File: src/rtl/long_press_detect.sv
// Multi-channel push-button front end: synchronise, debounce, then classify short/long presses.
// Optional auto-repeat while held is built when the macro HOLD_REPEAT_EN is defined.
module long_press_detect #(
  parameter int unsigned CHANNELS        = 5,
  parameter int unsigned HOLD_CYCLES     = 100_000_000,
  parameter int unsigned DEBOUNCE_CYCLES = 1_000_000,
  parameter int unsigned REPEAT_CYCLES   = 25_000_000,
  parameter int unsigned CNT_W           = 27
) (
  input  logic                clk,
  input  logic                rst_n,
  input  logic [CHANNELS-1:0] btn_in,
  input  logic                clear,
  output logic [CHANNELS-1:0] pressed,
  output logic [CHANNELS-1:0] short_pulse,
  output logic [CHANNELS-1:0] long_pulse,
  output logic [CHANNELS-1:0] long_level
);

  typedef enum logic [1:0] {StIdle, StPress, StHeld, StWaitRel} state_e;

  logic [CHANNELS-1:0] sync1_q, sync2_q;

  always_ff @(posedge clk or negedge rst_n) begin
    if (!rst_n) begin
      sync1_q <= '0;
      sync2_q <= '0;
    end else begin
      sync1_q <= btn_in;
      sync2_q <= sync1_q;
    end
  end

`ifndef HOLD_REPEAT_EN
  logic unused_repeat;
  assign unused_repeat = ^REPEAT_CYCLES;
`endif

  for (genvar c = 0; c < CHANNELS; c++) begin : g_ch
    logic [CNT_W-1:0] db_cnt_q, db_cnt_d, hold_cnt_q, hold_cnt_d;
    logic             pressed_q, pressed_d;
    logic             short_q, short_d, long_q, long_d, level_q, level_d;
    state_e           state_q, state_d;
`ifdef HOLD_REPEAT_EN
    logic [CNT_W-1:0] rep_cnt_q, rep_cnt_d;
`endif

    // Counter only runs while the synchronised level disagrees with the debounced one.
    always_comb begin
      db_cnt_d  = '0;
      pressed_d = pressed_q;
      if (sync2_q[c] != pressed_q) begin
        if (db_cnt_q == CNT_W'(DEBOUNCE_CYCLES - 1)) begin
          pressed_d = ~pressed_q;
        end else begin
          db_cnt_d = db_cnt_q + 1'b1;
        end
      end
    end

    always_comb begin
      state_d    = state_q;
      hold_cnt_d = hold_cnt_q;
      short_d    = 1'b0;
      long_d     = 1'b0;
      level_d    = level_q;
`ifdef HOLD_REPEAT_EN
      rep_cnt_d  = rep_cnt_q;
`endif
      if (clear) begin
        state_d = StWaitRel;
        level_d = 1'b0;
      end else begin
        unique case (state_q)
          StIdle: begin
            if (pressed_q) begin
              state_d    = StPress;
              hold_cnt_d = '0;
            end
          end
          StPress: begin
            // Release takes precedence over a hold expiry in the same cycle.
            if (!pressed_q) begin
              state_d = StIdle;
              short_d = 1'b1;
            end else if (hold_cnt_q == CNT_W'(HOLD_CYCLES - 1)) begin
              state_d = StHeld;
              long_d  = 1'b1;
              level_d = 1'b1;
`ifdef HOLD_REPEAT_EN
              rep_cnt_d = '0;
`endif
            end else begin
              hold_cnt_d = hold_cnt_q + 1'b1;
            end
          end
          StHeld: begin
            if (!pressed_q) begin
              state_d = StIdle;
              level_d = 1'b0;
            end else begin
`ifdef HOLD_REPEAT_EN
              if (rep_cnt_q == CNT_W'(REPEAT_CYCLES - 1)) begin
                long_d    = 1'b1;
                rep_cnt_d = '0;
              end else begin
                rep_cnt_d = rep_cnt_q + 1'b1;
              end
`endif
            end
          end
          StWaitRel: begin
            if (!pressed_q) state_d = StIdle;
          end
          default: state_d = StIdle;
        endcase
      end
    end

    always_ff @(posedge clk or negedge rst_n) begin
      if (!rst_n) begin
        db_cnt_q   <= '0;
        pressed_q  <= 1'b0;
        state_q    <= StIdle;
        hold_cnt_q <= '0;
        short_q    <= 1'b0;
        long_q     <= 1'b0;
        level_q    <= 1'b0;
`ifdef HOLD_REPEAT_EN
        rep_cnt_q  <= '0;
`endif
      end else begin
        db_cnt_q   <= db_cnt_d;
        pressed_q  <= pressed_d;
        state_q    <= state_d;
        hold_cnt_q <= hold_cnt_d;
        short_q    <= short_d;
        long_q     <= long_d;
        level_q    <= level_d;
`ifdef HOLD_REPEAT_EN
        rep_cnt_q  <= rep_cnt_d;
`endif
      end
    end

    assign pressed[c]     = pressed_q;
    assign short_pulse[c] = short_q;
    assign long_pulse[c]  = long_q;
    assign long_level[c]  = level_q;
  end

endmodule
File: config.mk
export PLATFORM = sky130hd
export DESIGN_NAME = long_press_detect
export DESIGN_NICKNAME = d
export VERILOG_FILES = /design/src/rtl/long_press_detect.sv
export SDC_FILE = /design/constraint.sdc
export NUM_CORES = 1
export LEC_CHECK = 0
export ABC_AREA = 1
export CAP_MARGIN = 20
export CORE_MARGIN = 1.5
export CORE_UTILIZATION = 64
export DETAILED_ROUTE_END_ITERATION = 6
export HOLD_SLACK_MARGIN = 0.12
export PLACE_DENSITY_LB_ADDON = 0.1
export REMOVE_ABC_BUFFERS = 1
export SETUP_SLACK_MARGIN = 0.15
export SYNTH_ARGS = -nofsm -noshare
export SYNTH_HDL_FRONTEND = slang
export SYNTH_SLANG_ARGS = --single-unit
File: constraint.sdc
create_clock -name clk -period 2.5 [get_ports clk]
set_clock_uncertainty 0.2 [all_clocks]
set_input_delay 0.5 -clock clk [delete_from_list [all_inputs] [get_ports clk]]
set_output_delay 0.5 -clock clk [all_outputs]
set_load 0.005 [all_outputs]
==> flow_summary.toml <==
[worst_setup_path]
slowest_stage = "sky130_fd_sc_hd__clkdlybuf4s50_1"
setup.worst_path.end_class = "output port"
crit_path_cell_trace = "clkdlybuf4s50_1"
worst_setup_path_start_kind = "register"
critical_path_required_ns = 1.80
crit_fanout = 7
worst_path_dominant_cell_family = "buffers and inverters"
critPathMaxStageDelay_ns = 0.55
worstPathArrival_ns = 1.58
path_buf_inv = 1
worst_setup_path_type = "register to output port"

[global_routing]
first_pass_grt_wire_length_mm = 80.08
largest_net_degree_at_the_start_of_global_routing = 65
overall_global_routing_resource_usage_pct = 31.08
antenna_found_initial = 0
globalRouteOverflowTotal = 0
first_global_vias = 17190

[flow_run]
maxCapViolations = 0

[die]
row_count = 63
start_util_pct = 64.80
die_area_mm2 = 0.03098
core_region_area_mm2 = 0.02956
dieHeight_um = 176.0
num_io_pins = 28
die_width_um = 176.0

[place]
finalWeightedCongestion = 0.9480
hpwl_mm = 34.21
detailed_place.area_mm2 = 0.01988
port_buffer_cells = 27

[yosys]
synth.yosys.warnings = 0
synth.lib_cells_used.distinct = 42
synth_enable_flop_cells = 0
synthesis.instances = 2817
post_synth_instance_area_mm2 = 0.01916
post_synth.cell_area_avg_um2 = 6.800
synth_flop_cell = "sky130_fd_sc_hd__dfrtp_1"
synth_seq_area_share_pct = 40.50
asyncSetResetFlopFracSynth_pct = 100.0
synth_seq_cells = 310

[detailed_routing]
drt_first_pass_iters = 6
drc_markers = 0
detailroute.via_count = 18120
finalWirelength_mm = 47.08
wire_per_inst_um = 14.37
detail_route.iter0.violations = 1506
drt-vias-per-instance = 5.530
postRouteAntennaNets = 0

[layout]
most-common-layout-cells = "sky130_fd_sc_hd__nand2_1, sky130_fd_sc_hd__nor2_1, sky130_fd_sc_hd__dfrtp_1, sky130_fd_sc_hd__inv_1, sky130_fd_sc_hd__nand3_1"
numnets_final = 2877
drive_gt1_share_pct = 6.200
fin_area_mm2 = 0.02118
syn2layout_area_growth_pct = 10.59
final_common_cell = "sky130_fd_sc_hd__nand2_1"
n_antenna_cell = 0

[sta]
fmax_mhz = 439.4
pin_slew_with_the_least_headroom_to_its_limit_ns = 0.7444
timing.final.setup_violations = 0
timing.final.hold_violations = 0
post-route-period-util_pct = 91.03
clock_period_minus_worst_slack_ns = 2.276
rsz_0062_raised_after_global_routing = "true"
holdWs_ns = 0.1470
relSlewSlack_pct = 50.32
final_max_slew_viol_count = 0

[power_and_ir_drop]
peakVddDrop_uv = 493.8
power_density_mw_per_mm2 = 517.4
leakage_nw = 8.942

[clock_tree]
cts-htree-levels = 2
clkTransAtPathRegs_ns = 0.06
clock_path_buffers = 3
root_buffer = "sky130_fd_sc_hd__clkbuf_16"
clkSinkCount = 310
numCtsBuffers = 36
setup_fix_buffers_added_after_clock_tree_synthesis = 0
clock_insertion_delay_worst_skew_ns = 0.53
cts_tree = "built"

[worst_hold_path]
hp-class = "register to register"

[outcome]
run_status = "completed"
## layer usage
metal / track usage (%) / wire [um] / vias to the layer above
met1: 42.20 / 21210 / 8516
met4: 8.440 / 944 / 0
met3: 3.984 / 2315 / 91
met2: 52.57 / 22610 / 523
li1: - / - / 8993
met5: 0 / 0 / -
## kinds of logic (layout without fill, tap and decap cells)
family | Yosys count | count (layout) | synth area share, %
buffers and inverters | 330 | 400 | 7.420
XOR/XNOR | 125 | 125 | 5.715
AND/OR/NAND/NOR | 1877 | 1877 | 40.73
AO/OA/AOI/OAI | 165 | 165 | 4.990
adder cells (fa/ha/maj) | 10 | 10 | 0.6532
flip-flops | 310 | 310 | 40.50
## Yosys cell counts (all sizes together) (10+ instances only)
| cell type | n | area, um2 |
|---|---|---|
| nand2 | 854 | 3228 |
| nor2 | 588 | 2225 |
| dfrtp | 310 | 7757 |
| inv | 265 | 994.7 |
| nand3 | 262 | 1341 |
| o21ai | 128 | 711.9 |
| xor2 | 92 | 805.8 |
| nor3 | 70 | 350.3 |
| nand4 | 54 | 337.8 |
| buf | 45 | 349.1 |
| xnor2 | 33 | 289.0 |
| or2 | 24 | 150.1 |
| clkbuf | 18 | 68.81 |
| a21oi | 12 | 60.06 |
| ha | 10 | 125.1 |
| nand3b | 10 | 75.07 |
| o21bai | 10 | 75.07 |
## metrics by stage
stage	util, %	cells	TNS [ns]	total power, mW	worst slack (ns)
floorplan	-	2754	-3.459	5.327	-0.2323
global placement	67.26	3210	0	5.556	0.1945
detailed placement	67.26	3210	0	5.566	0.08746
CTS	71.50	3277	0	11.03	0.1760
global route	71.67	3277	0	11.29	0.1446
finish	71.67	3277	0	10.96	0.2242
## worst paths after layout
kind                                      from                      to  slack [ns]  depth (start not counted)
setup / recovery             g_ch[4].pressed_q              pressed[4]        0.22                          1
hold / removal                      sync1_q[3]              sync2_q[3]        0.15                          0
setup reg to reg           g_ch[2].db_cnt_q[0]       g_ch[2].pressed_q        0.29                          6
hold reg to reg                     sync1_q[3]              sync2_q[3]        0.15                          0
max in group asynchronous                rst_n    g_ch[3].db_cnt_q[15]        1.08                          3
min in group asynchronous                rst_n  g_ch[2].hold_cnt_q[15]        0.28                          2
## state kept, by name (all words and copies together) (netlist names)
signal and flops:
g_ch.state_q 10, g_ch.pressed_q 5, g_ch.hold_cnt_q 135, g_ch.db_cnt_q 135, g_ch.level_q 5, sync1_q 5, g_ch.short_q 5, g_ch.long_q 5
sync2_q 5
## final cells by class
cell class                 count  area [um2]
clock buffer                  49        1021
clock inverter                17       220.2
fill                        2479        8376
multi-input combinational   2177       10020
tap                          390       488.0
inverter                     267        1003
sequential                   310        7762
timing repair buffer          67       669.4
## power breakdown
part | switching [mW] | leakage (nW) | total, mW | internal [mW]
registers | 0.0466 | 4.23 | 5.11 | 5.06
clock network | 2.18 | 0.591 | 5.49 | 3.31
logic | 0.266 | 4.12 | 0.367 | 0.102
## repair_timing
action                                 in CTS  in global routing
hold buffers                                1                  0
gates resized for setup                     2                 12
setup endpoints to repair                   3                 79
gates cloned                                0                  0
pin swaps                                   0                  0
endpoints found under the hold margin     120                  0
No activity file was read; power rests on OpenSTA's default activity.
